### config.mk
export PLATFORM = sky130hd
export DESIGN_NAME = calc_scheduler
export DESIGN_NICKNAME = d
export VERILOG_FILES = /design/src/rtl/calc_scheduler.sv
export SDC_FILE = /design/constraint.sdc
export NUM_CORES = 1
export LEC_CHECK = 0
export ABC_AREA = 1
export ABC_CLOCK_PERIOD_IN_PS = 3200
export CAP_MARGIN = 20
export CORE_MARGIN = 1.5
export CORE_UTILIZATION = 38
export DETAILED_ROUTE_END_ITERATION = 10
export PLACE_DENSITY = 0.86
export REMOVE_ABC_BUFFERS = 1
export SLEW_MARGIN = 20
export SYNTH_ARGS = -nofsm -noshare
export SYNTH_HDL_FRONTEND = slang
export SYNTH_SLANG_ARGS = --single-unit
### constraint.sdc
create_clock -name clk -period 3.2 [get_ports clk]
set_clock_uncertainty 0.1 [all_clocks]
set_input_delay 0.64 -clock clk [delete_from_list [all_inputs] [get_ports clk]]
set_output_delay 0.64 -clock clk [all_outputs]
set_load 0.03 [all_outputs]
### src/rtl/calc_scheduler.sv
// ============================================================================
// Module   : calc_scheduler
// Purpose  : Round-robin scheduler sharing one calculator datapath among
//            NUM_REQ requesters, with a valid/ready tagged response channel.
// Options  : CALC_SCHED_STATS_EN adds stat_ops / stat_invalid counters.
// Revision : 1.0
// ============================================================================
`default_nettype none

module calc_scheduler #(
  parameter int DATA_WIDTH   = 16,
  parameter int NUM_REQ      = 4,
  parameter int ID_WIDTH     = 2,
  parameter int CALC_LATENCY = 1
) (
  input  logic                          clk,
  input  logic                          rst,
  input  logic [NUM_REQ-1:0]            req_valid,
  output logic [NUM_REQ-1:0]            req_ready,
  input  logic [NUM_REQ*DATA_WIDTH-1:0] req_a,
  input  logic [NUM_REQ*DATA_WIDTH-1:0] req_b,
  input  logic [NUM_REQ*2-1:0]          req_op,
  output logic [DATA_WIDTH-1:0]         calc_a,
  output logic [DATA_WIDTH-1:0]         calc_b,
  output logic [1:0]                    calc_op,
  input  logic [DATA_WIDTH-1:0]         calc_result,
  input  logic                          calc_invalid,
  output logic                          resp_valid,
  input  logic                          resp_ready,
  output logic [DATA_WIDTH-1:0]         resp_result,
  output logic                          resp_invalid,
`ifdef CALC_SCHED_STATS_EN
  output logic [31:0]                   stat_ops,
  output logic [31:0]                   stat_invalid,
`endif
  output logic [ID_WIDTH-1:0]           resp_id
);

  localparam int CNT_W = (CALC_LATENCY > 1) ? $clog2(CALC_LATENCY) : 1;

  typedef enum logic [1:0] {
    IDLE = 2'd0,
    EXEC = 2'd1,
    RESP = 2'd2
  } state_t;

  state_t                state;
  state_t                state_nxt;
  logic [ID_WIDTH-1:0]   ptr;
  logic [ID_WIDTH-1:0]   id_q;
  logic [CNT_W-1:0]      cnt;
  logic                  grant_any;
  logic                  hi_any;
  logic [ID_WIDTH-1:0]   hi_idx;
  logic [ID_WIDTH-1:0]   lo_idx;
  logic [ID_WIDTH-1:0]   grant;
  logic [DATA_WIDTH-1:0] sel_a;
  logic [DATA_WIDTH-1:0] sel_b;
  logic [1:0]            sel_op;

  // Lowest requester above ptr wins; otherwise wrap to the lowest requester overall.
  always_comb begin
    grant_any = 1'b0;
    hi_any    = 1'b0;
    hi_idx    = '0;
    lo_idx    = '0;
    for (int i = NUM_REQ - 1; i >= 0; i--) begin
      if (req_valid[i]) begin
        grant_any = 1'b1;
        lo_idx    = ID_WIDTH'(i);
        if (ID_WIDTH'(i) > ptr) begin
          hi_any = 1'b1;
          hi_idx = ID_WIDTH'(i);
        end
      end
    end
    grant  = hi_any ? hi_idx : lo_idx;
    sel_a  = '0;
    sel_b  = '0;
    sel_op = '0;
    for (int i = 0; i < NUM_REQ; i++) begin
      if (ID_WIDTH'(i) == grant) begin
        sel_a  = req_a[i*DATA_WIDTH +: DATA_WIDTH];
        sel_b  = req_b[i*DATA_WIDTH +: DATA_WIDTH];
        sel_op = req_op[i*2 +: 2];
      end
    end
  end

  always_ff @(posedge clk) begin
    if (rst) begin
      state <= IDLE;
    end else begin
      state <= state_nxt;
    end
  end

  always_comb begin
    state_nxt = state;
    req_ready = '0;
    case (state)
      IDLE: begin
        if (grant_any) begin
          for (int i = 0; i < NUM_REQ; i++) begin
            req_ready[i] = (ID_WIDTH'(i) == grant);
          end
          state_nxt = EXEC;
        end
      end
      EXEC: begin
        if (cnt == '0) begin
          state_nxt = RESP;
        end
      end
      RESP: begin
        if (resp_ready) begin
          state_nxt = IDLE;
        end
      end
      default: state_nxt = IDLE;
    endcase
  end

  // Operand registers double as the calculator drive, so they hold between ops.
  always_ff @(posedge clk) begin
    if (rst) begin
      ptr          <= ID_WIDTH'(NUM_REQ - 1);
      id_q         <= '0;
      cnt          <= '0;
      calc_a       <= '0;
      calc_b       <= '0;
      calc_op      <= '0;
      resp_valid   <= 1'b0;
      resp_result  <= '0;
      resp_invalid <= 1'b0;
      resp_id      <= '0;
    end else begin
      case (state)
        IDLE: begin
          if (grant_any) begin
            calc_a  <= sel_a;
            calc_b  <= sel_b;
            calc_op <= sel_op;
            id_q    <= grant;
            ptr     <= grant;
            cnt     <= CNT_W'(CALC_LATENCY - 1);
          end
        end
        EXEC: begin
          if (cnt == '0) begin
            resp_result  <= calc_result;
            resp_invalid <= calc_invalid;
            resp_id      <= id_q;
            resp_valid   <= 1'b1;
          end else begin
            cnt <= cnt - 1'b1;
          end
        end
        RESP: begin
          if (resp_ready) begin
            resp_valid <= 1'b0;
          end
        end
        default: ;
      endcase
    end
  end

`ifdef CALC_SCHED_STATS_EN
  always_ff @(posedge clk) begin
    if (rst) begin
      stat_ops     <= '0;
      stat_invalid <= '0;
    end else if (resp_valid && resp_ready) begin
      stat_ops <= stat_ops + 32'd1;
      if (resp_invalid) begin
        stat_invalid <= stat_invalid + 32'd1;
      end
    end
  end
`endif

endmodule

`default_nettype wire

; ---- Word-level counts from Yosys, hierarchy flattened
; Cells that the tools add are included.
[totals]
output_inout_bits = 58
elab_cells = 83
reg_bits = 61
input_bits = 160
[classes]
bitwise = 1
eq_ne = 8
n_addsub = 1
muxes = 49
reduce_logical = 9
magnitude_cmp = 4
[ops]
columns = operator, n
row1 = 16-bit two-way mux, 8
row2 = 2-bit two-way mux, 20
row3 = 1-bit two-way mux, 16
row4 = 4-bit two-way mux, 2
row5 = "2-bit inequality test, second input constant", 3
row6 = 2-bit case mux with 3 select lines, 1
row7 = 2-bit AND reduction, 3
row8 = 3-bit AND reduction, 2
row9 = "2-bit == test, first input constant", 2
row10 = "1-bit by 2-bit > comparator with 1-bit output, first input constant", 2
row11 = "2-bit > comparator, first input constant", 2
row12 = 2-bit logical NOT, 2
row13 = 1-bit case mux with 2 select lines, 2
row14 = 2-bit nonzero test, 2
row15 = "1-bit by 2-bit == test with 1-bit output, first input constant", 1
row16 = "2-bit by 1-bit == test with 1-bit output, second input constant", 1
row17 = "2-bit == test, second input constant", 1
row18 = 1-bit NOT, 1
row19 = "1-bit subtractor, second input constant", 1

; ---- Depth between registers and ports, before layout
; Gate-level depths: netlist (run 1).
[logic_depth]
depth_word = 15
mapped_depth = 13
ltp_nobuf = 12

; ---- Least setup slack after synthesis (run 1)
; No wires, ideal clock.
[synth_path]
kind = input to output
from = input req_valid[1]
to = output req_ready[0]
path_slack_ns = 0.387
arrival_time_ns = 2.073
n_path_buf = 2
path_stages = 8
required_ns = 2.460
cell_sequence = inv_1 > nand2_1 > nor3_1 > nor2_1 > inv_1 > buf_2 > buf_2 > nor3_1
[synth_between]
elab_chain_cells = 7
elab_cells_between_ends = 14
cone_classes = mux (13) / reduce/logical (1)
[synth_lines]
columns = item, line
row1 = start: declaration, 18  ; input logic [NUM_REQ-1:0] req_valid,
row2 = 2-bit two-way mux or 1-bit two-way mux (tied branches), 68  ; if (req_valid[i]) begin
row3 = 2-bit two-way mux or 1-bit two-way mux (tied branches), 71  ; if (ID_WIDTH'(i) > ptr) begin
row4 = 2-bit two-way mux or 1-bit two-way mux (tied branches), 68
row5 = 2-bit two-way mux, 77  ; grant = hi_any ? hi_idx : lo_idx;
row6 = 2-bit logical NOT, 105  ; req_ready[i] = (ID_WIDTH'(i) == grant);
row7 = 4-bit two-way mux *, 103  ; if (grant_any) begin
row8 = 4-bit two-way mux *, 101  ; case (state)
row9 = end: declaration, 19  ; output logic [NUM_REQ-1:0] req_ready,
; Mark *: on every way between the ends. The rest lies on a longest branch, timed or not.

; ---- Final worst setup path (run 1)
[layout_path]
from = input req_valid[1]
to = output req_ready[1]
[layout_between]
elab_chain_cells = 7
elab_cells_between_ends = 14
cone_classes = eq/ne (1) / mux (13)
[layout_lines]
columns = item, line
row1 = 2-bit two-way mux or 1-bit two-way mux (tied branches), 68
row2 = 2-bit two-way mux or 1-bit two-way mux (tied branches), 71
row3 = 2-bit two-way mux or 1-bit two-way mux (tied branches), 68
row4 = 2-bit two-way mux, 77
row5 = 1-bit by 2-bit == test with 1-bit output, 105
row6 = 4-bit two-way mux *, 103
row7 = 4-bit two-way mux *, 101
; Marks and branches as above.

==> results.yml, run 1 <==
status:
  outcome: "complete, no violations"
flow_run:
  drv_cap: 0
timing:
  tightestPinTransition_ps: 595
  hold_violations: 0
  finalSetupViolCount: 0
  slew_headroom_pct: 60.3
  setup_tns_ps: 0
  period_minus_slack_ps: 3100
  worst_slack_ps: 102
  worst_hold_slack_ps: 360
  rsz0062_at_grt: "no"
  drv_slew: 0
  timing.fmax_mhz: 323
  finalCritPeriodShare_pct: 96.8
worst_hold_path:
  hold_path.class: "flop to flop"
  hp-start: "id_q[1]$_SDFFE_PP0P_"
floorplan:
  die_x_um: 94.3
  die_y_um: 94.3
  dieArea_um2: 8900
  start_util_pct: 39.0
  num_rows: 33
  pin_count: 218
  coreArea_um2: 8130
layout:
  stdcell_area_um2: 5580
  multi_input_area_um2: 1720
  insertedDiodeCount: 0
  nNetsFinal: 852
  syn_to_final_growth_pct: 76.1
  nFillCells: 678
  final_cells: 802
  seqCellArea_um2: 1200
  utilization_pct: 68.7
  drive_gt1_share_pct: 6.74
drt:
  wire_per_inst_um: 15.0
  drtIter0Drc: 141
  first_pass_iters: 4
  route.detailed.drc: 0
  final_antenna_net_count: 0
  vias_per_cell: 5.20
  drt-total-wl_um: 12000
  vias: 4174
cts:
  clock_latency_ps: 320
  post_cts_buffers: 0
  holdBufCountCts: 0
  htreeDepth: 3
  cts_made_buffers: 9
  path_clk_slew_ps: 70
  cts.sinks: 60
  cts-resized-gates: 0
  cts_buffer_depth: 2
  cts_root_buf: "clkbuf_8"
  cts_tree: "done"
logic_synthesis:
  synth_top_area_share_pct: 37.9
  synth_compound_area_share_pct: 19.8
  synth_cells: 488
  synth_area_leader_cell: "dfxtp_1"
  syn_area_um2: 3170
  ys_types: 24
  netlist_top_cells_area: "dfxtp_1, a21oi_1, nand2_1"
  yosys.area_share.simple_pct: 34.3
  synth-adder-area-share_pct: 0
  yosysWarnings: 0
  synth_top_family_by_area: "simple AND/OR/NAND/NOR gates"
  synth-seq-cells: 60
  synthXorXnorAreaFrac_pct: 0
  syn_area_per_cell_um2: 6.50
  synth.area.mux_share_pct: 0
  ys_seq_area_share_pct: 37.9
worst_setup_path:
  worst_ep_arrival_time_ps: 2360
  critical_path_class: "input pin to primary output"
  start_kind: "input pin"
  worstReg2RegStart: "ptr[1]$_SDFFE_PP1P_"
  cp.required_ps: 2460
  worstSetupEndpointType: "primary output"
  crit_start: "req_valid[1]"
  worst-path-max-fanout: 15
global_route:
  antenna_found_initial: 0
  grt_usage_pct: 25.6
  gr-total-overflow: 0
  grt_pass1_vias: 3616
  grt_pass1_wl_um: 17700
  grt_max_degree: 43
placed_design:
  dp_slack_ps: 133
  dp_cells: 786
  dpl_cell_area_um2: 5380
  dp_hpwl_um: 9070
  io_buffers: 217
  gp_congestion: 0.856
power:
  total_power_mw: 2.92
  leakagePower_nw: 2.29
  ir_drop_v: 0.000249
  p_per_area_nw_per_um2: 523
critical path, cell delays in order:
cell	delay, ps
clkdlybuf4s50_1	450
inv_1	70
nor3_2	250
inv_2	210
nand2_2	210
nand2_1	190
nor2_1	160
buf_4	180
Yosys cell counts:
cell type and count:
nor3_1 2, inv_2 3, nand3_1 43, o21ai_4 1, nand4_1 16, buf_1 1
dfxtp_1 60, buf_4 3, o21ai_0 45, nand2_2 4, nand2_1 94, nor2_4 4
clkbuf_1 17, buf_2 13, nor2_2 1, inv_1 19, a21oi_1 74, o211ai_1 1
buf_6 1, nor2_1 78, clkinv_2 1, and3_1 5, a211oi_1 1, nor3_2 1
report_power, final:
group	leakage, nW	internal [mW]	switching [mW]
logic	1.69	0.562	0.749
registers	0.497	0.864	0.0646
clock network	0.0983	0.379	0.300
layout make-up:
type                    instances  area share [%]
multi-input cells             370            30.8
clock buffers                  10            2.46
clock inverters                 6            1.14
repair buffers                228            40.2
inverters                      23            1.57
well taps                     105            2.35
flip-flops and latches         60            21.5
cells by family after synthesis:
logic type	count (synthesis)
AOI/OAI and AO/OA	122
buffers and inverters	58
DFF	60
and+or+nand+nor	248
final timing paths:
check,end,slack [ps],cells past startpoint
worst max-delay path,req_ready[1],100,8
worst min-delay path,id_q[1]$_SDFFE_PP0P_,360,2
worst max register to register,calc_b[0]$_SDFFE_PP0P_,930,10
worst min register to register,id_q[1]$_SDFFE_PP0P_,360,2
flip-flops by register name, summed over array words and instances, names as in the netlist:
signal        flops
id_q              2
calc_op           2
resp_valid        1
calc_b           16
resp_id           2
ptr               2
calc_a           16
state             2
resp_result      16
resp_invalid      1
per-layer routing:
| layer | GRT usage [%] | wire length [µm] |
|---|---|---|
| met1 | 30.2 | 4720 |
| met2 | 46.5 | 6040 |
| met3 | 5.80 | 1110 |
| met4 | 6.72 | 148 |
| met5 | 0 | 0 |
placed cells by master (no fill, tap or decap):
cell type,count
clkdlybuf4s50_1,213
nand2_1,94
nor2_1,77
a21oi_1,74
dfxtp_1,60
o21ai_0,45
nand3_1,43
inv_1,19
nand4_1,16
buf_4,15
clkbuf_8,10
and3_1,5
nor2_4,4
nand2_2,4
inv_2,3
clkinv_2,3
nor3_1,2
nor2_2,2
clkinvlp_4,2
nor3_2,1
o21ai_4,1
a211oi_1,1
o211ai_1,1
clkinv_4,1
bufinv_16,1
No activity file was read; power rests on OpenSTA's default activity.
==> inputs of run 2 (changes only) <==
CORE_MARGIN = default   (was 1.5)
==> results.yml, run 2 (synthesis gave the netlist of run 1 again) <==
global_route:
  grt_pass1_wl_um: 19200
  grt_pass1_vias: 3937
  gr-total-overflow: 0
  met3_usage_pct: 8.37
  antenna_found_initial: 0
  met2_usage_pct: 48.5
  busiest_layer: "met2"
  grt_usage_pct: 28.4
  grt_max_degree: 32
  grt_use_met1_pct: 33.5
cts:
  path_clk_slew_ps: 70
  htreeDepth: 3
  cts_tree: "done"
  cts_root_buf: "clkbuf_8"
  post_cts_buffers: 0
  cts_made_buffers: 9
  holdBufCountCts: 0
  clock_latency_ps: 330
  cts.sinks: 60
  cts-resized-gates: 0
  cts_buffer_depth: 2
worst_setup_path:
  reg2reg_depth: 9
  cp_slowest_cell: "clkdlybuf4s50_1"
  worst-path-max-fanout: 12
  crit_chain: "clkdlybuf4s50_1 > inv_1 > nand2_1 > nor2_4 > nor2_4 > nor2_4 > nand2_1 > nor2_1 > buf_4"
  start_kind: "input pin"
  crit_start: "req_valid[1]"
  worst_ep_arrival_time_ps: 2230
  reg2reg_to: "calc_b[1]$_SDFFE_PP0P_"
  worstReg2RegStart: "ptr[1]$_SDFFE_PP1P_"
  path_common_cell: "nor2_4"
  rrSetupSlack_ps: 770
  crit_buf_inv: 3
  worstSetupEndpointType: "primary output"
  critical_path_class: "input pin to primary output"
  crit_family: "simple AND/OR/NAND/NOR gates"
  cp.required_ps: 2460
  slowest_delay_ps: 400
  path_depth: 9
  crit_end: "req_ready[3]"
timing:
  drv_slew: 0
  finalCritPeriodShare_pct: 92.8
  timing.fmax_mhz: 337
  rsz0062_at_grt: "no"
  setup_tns_ps: 0
  period_minus_slack_ps: 2970
  tightestPinTransition_ps: 650
  slew_headroom_pct: 56.5
  hold_violations: 0
  finalSetupViolCount: 0
power:
  p_per_area_nw_per_um2: 525
  ir_drop_v: 0.000302
  leakagePower_nw: 2.31
layout:
  final_cell_mix: "clkdlybuf4s50_1, nand2_1, nor2_1"
  layout_commonest_cell: "clkdlybuf4s50_1"
  insertedDiodeCount: 0
  nNetsFinal: 856
  syn_to_final_growth_pct: 77.3
  top_regs: "calc_a: 16 flops, calc_b: 16 flops, resp_result: 16 flops"
  drive_gt1_share_pct: 7.28
  final_cells: 803
drt:
  wire_per_inst_um: 15.3
  final_antenna_net_count: 0
  vias: 4169
  drt-total-wl_um: 12300
  route.detailed.drc: 0
  vias_per_cell: 5.19
  drtIter0Drc: 200
  first_pass_iters: 4
floorplan:
  die_x_um: 93.3
  num_rows: 32
  coreArea_um2: 7890
  die_y_um: 93.3
  start_util_pct: 40.2
  dieArea_um2: 8710
  pin_count: 218
placed_design:
  io_buffers: 217
  gp_congestion: 0.820
  dp_cells: 787
  dp_hpwl_um: 9220
worst_hold_path:
  hold_path.class: "flop to flop"
status:
  outcome: "complete, no violations"
flow_run:
  drv_cap: 0
[run 2: changes by cell type in the layout (fill, tap and decap cells not counted)]
cell,before,now
buf_12,0,1
buf_4,15,18
[run 2: routing by layer]
layer  routed length (µm)  part of all wire [%]
met5                    0                     0
met4                  333                   2.7
met3                 1120                   9.1
met2                 6050                    49
met1                 4810                    39
[run 2: tightest hold or removal path, delay by kind of cell, from the launching register on]
family	cells	cell delay, ps
compound gates	1	50
flops	1	310
simple gates	1	60
[run 2: worst min-delay path by stage]
stage / start / to / slack, ps / cells past startpoint
floorplan: id_q[1]$_SDFFE_PP0P_ / id_q[1]$_SDFFE_PP0P_ / 330 / 2
finish: id_q[1]$_SDFFE_PP0P_ / id_q[1]$_SDFFE_PP0P_ / 360 / 2
global placement: id_q[1]$_SDFFE_PP0P_ / id_q[1]$_SDFFE_PP0P_ / 350 / 2
CTS: id_q[1]$_SDFFE_PP0P_ / id_q[1]$_SDFFE_PP0P_ / 360 / 2
global route: id_q[0]$_SDFFE_PP0P_ / id_q[0]$_SDFFE_PP0P_ / 390 / 2
detailed placement: id_q[1]$_SDFFE_PP0P_ / id_q[1]$_SDFFE_PP0P_ / 350 / 2
[run 2: area by class of cell]
| type | instances | area, µm² |
|---|---|---|
| Timing Repair Buffer | 232 | 2290 |
| Fill cell | 650 | 2260 |
| Multi-Input combinational cell | 370 | 1720 |
| Sequential cell | 60 | 1200 |
| Clock buffer | 10 | 138 |
| Tap cell | 102 | 128 |
| Inverter | 23 | 87.6 |
| Clock inverter | 6 | 63.8 |
[run 2: report_power, final]
part	internal (mW)	leakage (nW)	switching [mW]
Sequential	0.864	0.497	0.0646
Combinational	0.576	1.71	0.757
Clock	0.379	0.0983	0.309
[run 2: per-stage QoR]
step                      power (mW)  worst slack (ps)  cell area, µm²  util [%]  hold slack (ps)
after global placement          2.24               201            5420      68.7              347
final                           2.95               230            5620      71.3              362
after CTS                       2.97               207            5620      71.3              362
after detailed placement        2.27              24.9            5420      68.7              351
after global routing            3.13              68.5            5620      71.3              386
after floorplan                 1.63              -801            3000         -              332
==> RTL change, RTL diff (flow settings as in run 1) <==
Build with the macro `CALC_SCHED_STATS_EN` defined.
--- a/src/rtl/calc_scheduler.sv
+++ b/src/rtl/calc_scheduler.sv
@@ -8,2 +8,4 @@
 `default_nettype none
+
+`define CALC_SCHED_STATS_EN
 
Formal check against the unedited RTL (old outputs only; new: stat_invalid and stat_ops): equivalent (equiv_simple and equiv_induct, registers matched by name and starting in step).
==> RTL change against run 1 <==
  * Cell count is 90% higher
  * Highest routed layer unchanged
  * Worst setup slack better by 130 ps
  * Sequential cell count is 64 higher
  * Worst hold slack better by 17 ps
  * Die area is 110% higher
  * Global-route usage is 1.9 points lower
  * Wire length is 84% higher
  * Power is 74% higher
  * Combinational power is 8% higher
  * Count of clock-buffer cells in the layout is 11 higher
  * Synthesized area is 110% higher
  * Design area is 87% higher
  * Largest power group is now the clock network
  * First-iteration DRC count grew to 2.9 times the old value
  * Synthesized cell count is 110% higher
==> RTL change: results <==
set metrics [dict create \
    place_area_mm2 0.009853 \
    async_reset_ff_frac 0 \
    drt_pass1_iterations 4 \
    final_cells 1520 \
    cts_buffers 17 \
    routed_wl_um 22080 \
    drt_first_iter_violations 407 \
    maxSlewViolCount 0 \
    p_leak_nw 3.868 \
    nFillCells 1559 \
    worst_skew_pair.late_latency_ps 410 \
    reg.largest.list "stat_invalid (32), stat_ops (32)" \
    finalNetCount 1443 \
    antenna_found_initial 2 \
    ir_worst_vdd_v 0.0003500 \
    synth_top_area_frac 0.3663 \
    hold_path_class "flop to flop" \
    power.switching_w 0.001587 \
    max_stage_delay_ps 450 \
    grt_pass1_vias 7406 \
    crit_slowest_cell "clkdlybuf4s50_1" \
    yosysUniqueCellTypes 39 \
    path_clk_slew_ps 50 \
    min_path_cells 2 \
    pg_comb_w 0.00142 \
    clock_path_buffers 2 \
    synth_warnings 0 \
    cts-root-buf "clkbuf_16" \
    grt_max_degree 54 \
    grt_pass1_wl_um 35180 \
    gp_congestion 0.8822 \
    crit_fanout 4 \
    synthTopCellsByArea "dfxtp_1 (37%), nand2_1 (17%), nor2_1 (7.4%)" \
    postCtsSetupBuffers 0 \
    dp_slack_ps 220.1 \
    grt.total_usage 0.2377 \
    dp_hpwl_um 16450 \
    ys_seq_area_frac 0.3663 \
    status "finished, final reports clean" \
    cts_resized 0 \
    arrival_ps 2230 \
    crit_family "buffers and inverters" \
    h-tree-depth 4 \
    pwr-share-seq 0.341 \
    worst_pin_slew_ps 805.9 \
    port_buffers 281 \
    vias 7600 \
    rr_worst_depth 9 \
    avgSynthCellArea_um2 6.724 \
    drive_above_1_share 0.08971 \
    synth_common_cells "nand2_1 (300), nor2_1 (134), dfxtp_1 (124)" \
    multi_input_area_mm2 0.003752 \
]
-- RTL change: changes by cell type in the layout (fill, tap and decap cells not counted), sizes merged, moves of 18 or more --
cell           change
nand2            +208
inv               +76
a31oi             +34
nor3              +27
nor2              +62
dfxtp             +64
o21ai             +23
nand3             -24
clkdlybuf4s50     +63
xor2              +18
-- RTL change: kinds of logic after synthesis --
group                      count (synthesis)  synth area share
DFF                                      124            0.3663
buffers and inverters                    137           0.08123
xor gates and xnor gates                  29           0.03747
and+or+nand+nor                          531            0.3387
AOI/OAI and AO/OA                        185            0.1726
adders and majority gates                  2          0.003691
-- RTL change: final cells by class --
cell class                      count  share of cell area
Antenna cell                        2           0.0004788
Multi-Input combinational cell    747              0.3590
Clock inverter                     10             0.01089
Inverter                           97             0.03507
Tap cell                          225             0.02693
Timing Repair Buffer              294              0.2842
Clock buffer                       21             0.04597
Sequential cell                   124              0.2375
-- RTL change: tightest hold or removal path, stage by stage (launching register included) --
cell,delay (ps)
dfxtp_1,310
nand2_1,60
a21oi_1,50
-- RTL change: path summary, 6_finish.rpt --
path	start	endpoint	slack [ps]
hold reg to reg	id_q[0]	id_q[0]	380
hold / removal	id_q[0]	id_q[0]	380
setup reg to reg	ptr[1]	calc_a[5]	1090
setup / recovery	req_valid[0]	req_ready[2]	230
-- RTL change: layer usage --
layer / wire [µm] / GRT usage
met2: 11110 / 0.4193
met3: 1663 / 0.07407
met5: 0 / 0
met1: 8750 / 0.2653
met4: 564 / 0.09338
-- RTL change: metrics by stage --
step / hold WS (ps) / power (W)
global route: 403.1 / 0.005303
CTS: 377.4 / 0.005112
floorplan: 339.7 / 0.002498
detailed placement: 366.9 / 0.003180
global placement: 361.7 / 0.003154
finish: 377.4 / 0.005074
